==> config.mk <==
export PLATFORM = sky130hd
export DESIGN_NAME = seq_shifter_flat
export DESIGN_NICKNAME = d
export VERILOG_FILES = /design/src/rtl/seq_shifter_if.sv /design/src/rtl/seq_shifter.sv /design/src/flat_wrapper.sv
export SDC_FILE = /design/constraint.sdc
export NUM_CORES = 1
export LEC_CHECK = 0
export CAP_MARGIN = 40
export CORE_UTILIZATION = 35
export CTS_CLUSTER_DIAMETER = 60
export CTS_CLUSTER_SIZE = 8
export DETAILED_ROUTE_END_ITERATION = 10
export SKIP_LAST_GASP = 1
export SLEW_MARGIN = 0
export SYNTH_ARGS = -nofsm -noshare
export SYNTH_HDL_FRONTEND = slang
export SYNTH_SLANG_ARGS = --single-unit
==> constraint.sdc <==
create_clock -name clk -period 4.8 [get_ports clk]
set_input_delay 0.48 -clock clk [delete_from_list [all_inputs] [get_ports clk]]
set_output_delay 0.48 -clock clk [all_outputs]
set_load 0.05 [all_outputs]
==> src/rtl/seq_shifter_if.sv <==
// ---------------------------------------------------------------------------
// seq_shifter_if
//   Request/response bundle for the iterative shifter.
//
//   Handshake rule for both channels: a transfer happens on a rising clock
//   edge where valid && ready are both high. The producer holds valid and
//   its payload stable until that edge. The consumer may raise or lower
//   ready at any time.
//
//   Signals
//     in_valid    request valid (requester -> shifter)
//     in_ready    shifter can accept a request
//     a           operand, WIDTH bits
//     shamt       shift amount, $clog2(WIDTH) bits
//     shift_type  00 SLL, 01 SRL, 10 SRA, 11 rotate-right / pass-through
//     out_valid   result valid (shifter -> requester)
//     out_ready   requester accepts the result
//     r           result, WIDTH bits
//
//   Modports: master = requester side, slave = shifter side.
// ---------------------------------------------------------------------------
interface seq_shifter_if #(
   parameter int WIDTH = 32
);
   localparam int SHW = $clog2(WIDTH);

   logic             in_valid;
   logic             in_ready;
   logic [WIDTH-1:0] a;
   logic [SHW-1:0]   shamt;
   logic [1:0]       shift_type;
   logic             out_valid;
   logic             out_ready;
   logic [WIDTH-1:0] r;

   modport master (
      output in_valid, a, shamt, shift_type, out_ready,
      input  in_ready, out_valid, r
   );

   modport slave (
      input  in_valid, a, shamt, shift_type, out_ready,
      output in_ready, out_valid, r
   );
endinterface

==> src/rtl/seq_shifter.sv <==
// ---------------------------------------------------------------------------
// seq_shifter
//   Multi-cycle iterative shift unit. Shifts up to STEP bits per clock so a
//   shift by shamt takes 1 + ceil(shamt/STEP) cycles from accept to result.
//   One operation in flight at a time; requests are only taken in IDLE.
//
//   Parameters
//     WIDTH  operand/result width (shamt is $clog2(WIDTH) bits)
//     STEP   max bits shifted per cycle, power of two, 1..WIDTH/2
//
//   Ports
//     clk        rising-edge clock
//     rst        asynchronous active-high reset
//     bus        seq_shifter_if.slave request/response channels
//     busy       high while an operation is in SHIFT or DONE
//     state_dbg  current FSM state (0 IDLE, 1 SHIFT, 2 DONE)
//
//   Build option
//     SHIFTER_ROTATE_EN  when defined, shift_type 11 rotates right by shamt.
//                        When undefined, shift_type 11 is a 1-cycle
//                        pass-through (r = a) and no rotate path exists.
// ---------------------------------------------------------------------------
module seq_shifter #(
   parameter int WIDTH = 32,
   parameter int STEP  = 1
) (
   input  logic           clk,
   input  logic           rst,
   seq_shifter_if.slave   bus,
   output logic           busy,
   output logic [1:0]     state_dbg
);
   localparam int SHW = $clog2(WIDTH);
   localparam logic [SHW-1:0] STEP_W = SHW'(STEP);

   localparam logic [1:0] OP_SLL = 2'b00;
   localparam logic [1:0] OP_SRL = 2'b01;
   localparam logic [1:0] OP_SRA = 2'b10;

   typedef enum logic [1:0] {
      S_IDLE  = 2'd0,
      S_SHIFT = 2'd1,
      S_DONE  = 2'd2
   } state_t;

   state_t           state, state_n;
   logic [WIDTH-1:0] acc;
   logic [SHW-1:0]   cnt;
   logic [1:0]       op;
   logic             sign;

   logic [SHW-1:0]   k;
   logic [WIDTH-1:0] acc_sh;
   logic [WIDTH-1:0] fill;
   logic             accept;
   logic             skip_shift;

   assign accept = bus.in_valid && (state == S_IDLE);

   // Requests that need no shifting cycles go straight to DONE.
`ifdef SHIFTER_ROTATE_EN
   assign skip_shift = (bus.shamt == '0);
`else
   assign skip_shift = (bus.shamt == '0) || (bus.shift_type == 2'b11);
`endif

   // -------------------------------------------------------------------------
   // One shift step: k never exceeds cnt, so cnt cannot underflow.
   // -------------------------------------------------------------------------
   always_comb begin
      k      = (cnt < STEP_W) ? cnt : STEP_W;
      fill   = (op == OP_SRA) ? {WIDTH{sign}} : '0;
      acc_sh = acc;
      case (op)
         OP_SLL: acc_sh = acc << k;
         OP_SRL,
         OP_SRA: acc_sh = WIDTH'({fill, acc} >> k);
         default: begin
`ifdef SHIFTER_ROTATE_EN
            // Rotate right: low bits shifted out re-enter at the top.
            acc_sh = WIDTH'({acc, acc} >> k);
`else
            acc_sh = acc;
`endif
         end
      endcase
   end

   // -------------------------------------------------------------------------
   // FSM state register
   // -------------------------------------------------------------------------
   always_ff @(posedge clk or posedge rst) begin
      if (rst) begin
         state <= S_IDLE;
      end else begin
         state <= state_n;
      end
   end

   // -------------------------------------------------------------------------
   // FSM next-state and handshake outputs
   // -------------------------------------------------------------------------
   always_comb begin
      state_n       = state;
      bus.in_ready  = 1'b0;
      bus.out_valid = 1'b0;
      busy          = 1'b0;
      case (state)
         S_IDLE: begin
            bus.in_ready = 1'b1;
            if (bus.in_valid) begin
               state_n = skip_shift ? S_DONE : S_SHIFT;
            end
         end
         S_SHIFT: begin
            busy = 1'b1;
            if (cnt == k) begin
               state_n = S_DONE;
            end
         end
         S_DONE: begin
            busy          = 1'b1;
            bus.out_valid = 1'b1;
            if (bus.out_ready) begin
               state_n = S_IDLE;
            end
         end
         default: begin
            state_n = S_IDLE;
         end
      endcase
   end

   // -------------------------------------------------------------------------
   // Datapath: operands are latched on accept so the requester may change
   // its inputs afterwards. acc also holds the result through DONE.
   // -------------------------------------------------------------------------
   always_ff @(posedge clk or posedge rst) begin
      if (rst) begin
         acc  <= '0;
         cnt  <= '0;
         op   <= '0;
         sign <= 1'b0;
      end else if (accept) begin
         acc  <= bus.a;
         cnt  <= bus.shamt;
         op   <= bus.shift_type;
         sign <= bus.a[WIDTH-1];
      end else if (state == S_SHIFT) begin
         acc <= acc_sh;
         cnt <= cnt - k;
      end
   end

   assign bus.r     = acc;
   assign state_dbg = state;

endmodule

==> src/flat_wrapper.sv <==
// flat-port wrapper written by rule: the top's interface ports become plain ports
module seq_shifter_flat 
#(
   parameter int WIDTH = 32,
   parameter int STEP  = 1
)
  (clk, rst, busy, state_dbg, bus_in_valid, bus_a, bus_shamt, bus_shift_type, bus_out_ready, bus_in_ready, bus_out_valid, bus_r);
  seq_shifter_if #(.WIDTH(WIDTH)) bus_i ();
  input  logic clk;
  input  logic rst;
  output logic busy;
  output logic [1:0] state_dbg;
  input wire logic [$bits(bus_i.in_valid)-1:0] bus_in_valid;
  input wire logic [$bits(bus_i.a)-1:0] bus_a;
  input wire logic [$bits(bus_i.shamt)-1:0] bus_shamt;
  input wire logic [$bits(bus_i.shift_type)-1:0] bus_shift_type;
  input wire logic [$bits(bus_i.out_ready)-1:0] bus_out_ready;
  output wire logic [$bits(bus_i.in_ready)-1:0] bus_in_ready;
  output wire logic [$bits(bus_i.out_valid)-1:0] bus_out_valid;
  output wire logic [$bits(bus_i.r)-1:0] bus_r;
  assign bus_i.in_valid = bus_in_valid;
  assign bus_i.a = bus_a;
  assign bus_i.shamt = bus_shamt;
  assign bus_i.shift_type = bus_shift_type;
  assign bus_i.out_ready = bus_out_ready;
  assign bus_in_ready = bus_i.in_ready;
  assign bus_out_valid = bus_i.out_valid;
  assign bus_r = bus_i.r;
  seq_shifter #(.WIDTH(WIDTH), .STEP(STEP)) u_core (.clk(clk), .rst(rst), .bus(bus_i), .busy(busy), .state_dbg(state_dbg));
endmodule
Word-level counts from Yosys, hierarchy flattened
Cells that the tools add are included.
- bits in registers: 42
- input bits: 43
- output and inout port bits: 37
- logic and storage cells: 44
- add/sub/neg operators: 1
- $lt $le $gt $ge: 1
- equality and inequality tests: 9
- shift operators: 2
- multiplexer cells: 15
- reduce and logical (&&, ||, !) cells: 11
- operator list (kind ; number):
    $mux 32 ; 3
    $pmux 32 s2 ; 1
    $shr 64x5->32 ; 1
    $shl 32x5->32 ; 1
    $mux 5 ; 3
    $mux 2 ; 4
    $eq 2x2->1 const B ; 3
    $pmux 2 s3 ; 1
    $eq 5x5->1 ; 1
    $logic_not 5->1 ; 1
    $lt 5x1->1 const B ; 1
    $sub 5x5->5 ; 1
    $eq 2x1->1 const B ; 2
    $logic_not 2->1 ; 2
    $ne 2x2->1 const B ; 2
    $reduce_or 2->1 ; 2
    $mux 1 ; 3
    $reduce_and 3->1 ; 1
    $reduce_bool 3->1 ; 1
    $ne 2x1->1 const B ; 1
    $reduce_and 2->1 ; 1
    $reduce_bool 2->1 ; 1
    $logic_and 1x1->1 ; 1
    $logic_or 1x1->1 ; 1

Depth between registers and ports, before layout
- depth after elaboration: 6
- gate-level depth with buffers: 7
- gate-level depth less buffers: 6

Worst setup path before layout
Ideal clock, no wire load.
- path kind: reg2reg
- from: reg u_core.state[0], in the netlist u_core.state_dbg[0]
- to: reg u_core.acc[31], in the netlist u_core.bus.r[31]
- library setup time: 104 ps
- arrival time: 2212 ps
- required time: 4696 ps
- setup slack: 2484 ps
- stages on the path, launching flop included: 8
- path buffers: 2
- clock period less this slack: 2316 ps
- cell sequence: dfrtp_1 > inv_1 > ha_1 > and2_1 > clkbuf_1 > clkbuf_1 > nand2_1 > o311ai_1
- cells in the longest elaborated chain, start to end: 4
- elaborated cells on any way between the ends: 7
- classes of those cells: eq/ne (1); mux (1); reduce/logical (5)
- ends and longest elaborated chain (element ; line ; RTL):
    start, declared ; seq_shifter.sv:46 ; state_t state, state_n;
    start signal, assigned ; seq_shifter.sv:96 ; state <= state_n;
    $logic_not 2->1 ; seq_shifter.sv:58 ; assign accept = bus.in_valid && (state == S_IDLE);
    $logic_and 1x1->1 ; seq_shifter.sv:58 ;
    $reduce_bool 3->1 (no line) / $reduce_bool 2->1 (equally long branches) ; - ;
    $reduce_and 2->1 (no line) ; - ;
    end signal, assigned ; seq_shifter.sv:145 ; acc <= bus.a;
    end signal, assigned ; seq_shifter.sv:150 ; acc <= acc_sh;
    end, declared ; seq_shifter.sv:47 ; logic [WIDTH-1:0] acc;
Several ways; a longest one is shown, not always the timed one.
A chain may end at the register's enable or synchronous reset.

Final worst setup path
- from: reg u_core.state[0], in the netlist u_core.state_dbg[0]
- to: out bus_in_ready
- cells in the longest elaborated chain, start to end: 2
- ends and longest elaborated chain (element ; line ; RTL):
    $logic_not 2->1 ; seq_shifter.sv:108 ; case (state)
    $mux 1 ; seq_shifter.sv:108 ;
    end, declared ; flat_wrapper.sv:18 ; output wire logic [$bits(bus_i.in_ready)-1:0] bus_in_ready;
No other way between the ends.

==> impl_results.rst <==
.. list-table::
   :header-rows: 1

   * - Metric
     - Value
   * - Initial core utilization
     - 37.2%
   * - Sequential cell area in the final layout
     - 0.00105 sq mm
   * - Residual overflow from global routing
     - 0
   * - Clock Path Buffers
     - 2
   * - Placeable core region
     - 0.00649 sq mm
   * - Cell count after synthesis
     - 247
   * - Post-route minimum period
     - 2.35 ns
   * - Initial antenna violation count
     - 0
   * - Share of final-layout standard cells stronger than drive strength 1
     - 6.65%
   * - Multi-input logic area
     - 0.00121 sq mm
   * - Number of buffers inserted by post-CTS setup repair
     - 0
   * - Leakage dissipation
     - 0.00137 uW
   * - CTS Hold Buffers Added
     - 0
   * - Count of final hold-check violations
     - 0
   * - Register bit total from synthesis
     - 42
   * - Async S/R FF share, synth
     - 100%
   * - Top-level I/O count
     - 80
   * - Required @ worst endpoint
     - 4.32 ns
   * - Total of buffers placed on input and output ports
     - 79
   * - Met2 layer usage reported by global route
     - 29.8%
   * - Path category of the worst min-delay check
     - primary input to asynchronous set/reset pin
   * - Critical path buffers and inverters
     - 2
   * - Most used routing layer
     - met2
   * - Routing usage on met1
     - 25.0%
   * - Die span in x
     - 85.1 um
   * - Antenna diode count
     - 0
   * - Most used standard cells in the synthesized netlist
     - 42 x sky130_fd_sc_hd__dfrtp_1, 41 x sky130_fd_sc_hd__nand2_1, 31 x sky130_fd_sc_hd__nand3_1, 31 x sky130_fd_sc_hd__o311ai_1, 30 x sky130_fd_sc_hd__mux2i_1
   * - Number of detailed-route iterations in the first pass
     - 4
   * - Non-filler instance count after layout
     - 393
   * - Worst Path Class, Setup
     - register to output port
   * - Nature of the critical path startpoint
     - register
   * - Largest net degree at the start of global routing
     - 64
   * - Final worst path period share
     - 48.9%
   * - Max VDD drop
     - 0.346 mV
   * - Post-Synthesis Mean Instance Area
     - 9.78 sq um
   * - Clk sinks
     - 42
   * - Post-detailed-route count of antenna-violating nets
     - 0
   * - Most used standard cell by instance count after synthesis
     - sky130_fd_sc_hd__dfrtp_1
   * - Cell family contributing the most delay on the critical path
     - buffers and inverters
   * - Die Ht
     - 85.1 um
   * - Fillcell total
     - 626
   * - Peak Freq
     - 426 MHz
   * - Crit. End Element
     - output port
   * - Sum of negative setup slack
     - 0 ns
   * - Result of the run
     - completed
   * - Largest area contributor in the netlist
     - sky130_fd_sc_hd__dfrtp_1
   * - 1st-iter DRT viols
     - 185
   * - Vias per cell
     - 5.54
   * - Detailed Place HPWL
     - 4250 um
   * - Total of warnings raised by yosys
     - 0
   * - Global-route wire length before repair
     - 10800 um
   * - Nets in the synthesized netlist
     - 295
   * - Synth-to-Final Area Change
     - 38.2%
   * - GRT Resource Usage Total
     - 18.5%
   * - Reported max-cap violation count
     - 0
   * - Clock skew
     - 0.00899 ns
   * - Setup violation total in the final timing report
     - 0
   * - Number of distinct library cells after synthesis
     - 31
   * - CTS tree
     - built
   * - Crit path cell chain
     - inv_1 > ha_1 > clkdlybuf4s50_1
   * - Max Slew Vio Count
     - 0
   * - Worst-Margin Slew
     - 0.755 ns
   * - Worst-path fanout max
     - 5
   * - Detailed-route DRC error count
     - 0
   * - Total power divided by cell area
     - 850 mW/mm^2
   * - CTS Root Buffer Type
     - sky130_fd_sc_hd__clkbuf_8
   * - GR Layer Usage met3
     - 3.60%
   * - Clock latency on the worst-skew pair
     - 0.30 ns
   * - RSZ-0062 raised after global routing
     - false
   * - Inserted Clock Buffers
     - 5
   * - Summed instance area of the synthesized netlist
     - 0.00241 sq mm
   * - Via count of the first global-routing pass
     - 2194
   * - Dpl cells
     - 385
   * - Slowest stage cell on the critical path
     - sky130_fd_sc_hd__clkdlybuf4s50_1
   * - H-tree depth
     - 2
   * - Portion of synthesized cell area occupied by the leading cell type
     - 43.5%
   * - Top FF cell, synth
     - sky130_fd_sc_hd__dfrtp_1
   * - Arrival time reported for the critical path endpoint
     - 1.87 ns
   * - Fin nets
     - 363
   * - Sequential fraction of the synthesis area
     - 43.5%
   * - Resized Gates After CTS
     - 0
   * - Routability-driven placement congestion ratio
     - 0.776
   * - Worst max-slew margin expressed relative to the limit
     - 49.5%
   * - Total detailed-routing wirelength
     - 6360 um
   * - Row count
     - 29
   * - Post-synth EDFFs
     - 0
   * - Clock-pin slew on the worst setup and hold paths
     - 0.09 ns
   * - Die area
     - 0.00724 sq mm
   * - Average wire per standard cell
     - 16.2 um
   * - DR vias
     - 2179
   * - Critical path's largest stage delay
     - 0.83 ns
   * - Area contributors post-synth
     - sky130_fd_sc_hd__dfrtp_1 44%, sky130_fd_sc_hd__mux2i_1 12%, sky130_fd_sc_hd__o311ai_1 11%
==> metrics by stage <==
step	instance area, sq um	total power (uW)	hold WS (ns)	setup slack, ns	utilization [%]
2_1_floorplan	2410	2050	0.446	2.48	-
3_3_place_gp	3190	2520	0.465	2.39	49.1
3_5_place_dp	3230	2570	0.468	2.36	49.7
4_1_cts	3340	2860	0.375	2.43	51.4
5_1_grt	3340	3020	0.384	2.33	51.4
6_report	3340	2840	0.383	2.45	51.4
==> sequential cells by signal (all words and copies together) (netlist names) <==
name              cells
u_core.bus.r         32
u_core.cnt            5
u_core.op             2
u_core.sign           1
u_core.state_dbg      2
==> cells in the final DEF, fill, tap and decap left out, types with 2 or more instances in the layout <==
cell / n
sky130_fd_sc_hd__ha_1: 4
sky130_fd_sc_hd__a21oi_1: 5
sky130_fd_sc_hd__buf_12: 2
sky130_fd_sc_hd__o311ai_1: 31
sky130_fd_sc_hd__nand3_1: 31
sky130_fd_sc_hd__nor2b_1: 2
sky130_fd_sc_hd__mux2i_1: 30
sky130_fd_sc_hd__nor3_1: 4
sky130_fd_sc_hd__nand2b_1: 3
sky130_fd_sc_hd__nor2_1: 4
sky130_fd_sc_hd__dfrtp_1: 42
sky130_fd_sc_hd__a31oi_1: 2
sky130_fd_sc_hd__clkdlybuf4s50_1: 79
sky130_fd_sc_hd__o21ai_0: 6
sky130_fd_sc_hd__nand2_1: 41
sky130_fd_sc_hd__buf_4: 2
sky130_fd_sc_hd__clkbuf_8: 5
sky130_fd_sc_hd__inv_1: 4
==> area by class of cell <==
type,count,area share (%)
Clock buffer,6,2.17
Clock inverter,2,1.12
Inverter,5,0.562
Multi-Input combinational cell,178,36.4
Sequential cell,42,31.5
Tap cell,77,2.89
Timing Repair Buffer,83,25.3
==> path summary, 6_finish.rpt <==
check                                                startpoint  slack (ns)  depth (start not counted)                            to
worst max-delay path            u_core.state_dbg[0]$_DFFE_PP0P_        2.45                          3                  bus_in_ready
worst min-delay path                                        rst        0.38                          2  u_core.bus.r[22]$_DFFE_PP0P_
worst max register to register  u_core.state_dbg[0]$_DFFE_PP0P_        2.63                          5  u_core.bus.r[19]$_DFFE_PP0P_
worst min register to register          u_core.sign$_DFFE_PP0P_        0.49                          2       u_core.sign$_DFFE_PP0P_
max in group asynchronous                                   rst        3.98                          3     u_core.cnt[3]$_DFFE_PP0N_
min in group clk                        u_core.sign$_DFFE_PP0P_        0.49                          2       u_core.sign$_DFFE_PP0P_
==> cells by family (layout without fill, tap and decap cells) <==
family                     after synthesis  in the layout  share of synthesized area [%]
buffers and inverters                   27             96                           6.32
AOI/OAI and AO/OA                       53             53                           18.0
adders and majority gates                5              5                           2.59
and+or+nand+nor                         90             90                           17.2
DFF                                     42             42                           43.5
muxes                                   30             30                           12.4
==> power breakdown <==
group	leakage [uW]	internal, uW	switching (uW)	total [uW]
logic	0.000796	704	1130	1840
clock network	0.0000514	155	130	285
registers	0.000518	528	187	715
==> per-layer routing <==
layer,up-vias,part of all wire [%],wire [um]
li1,1062,-,-
met3,6,5.0,320
met2,61,46,2930
met5,-,0,0
met4,0,1.6,102
met1,1050,47,3010
No activity file was read; power rests on OpenSTA's default activity.
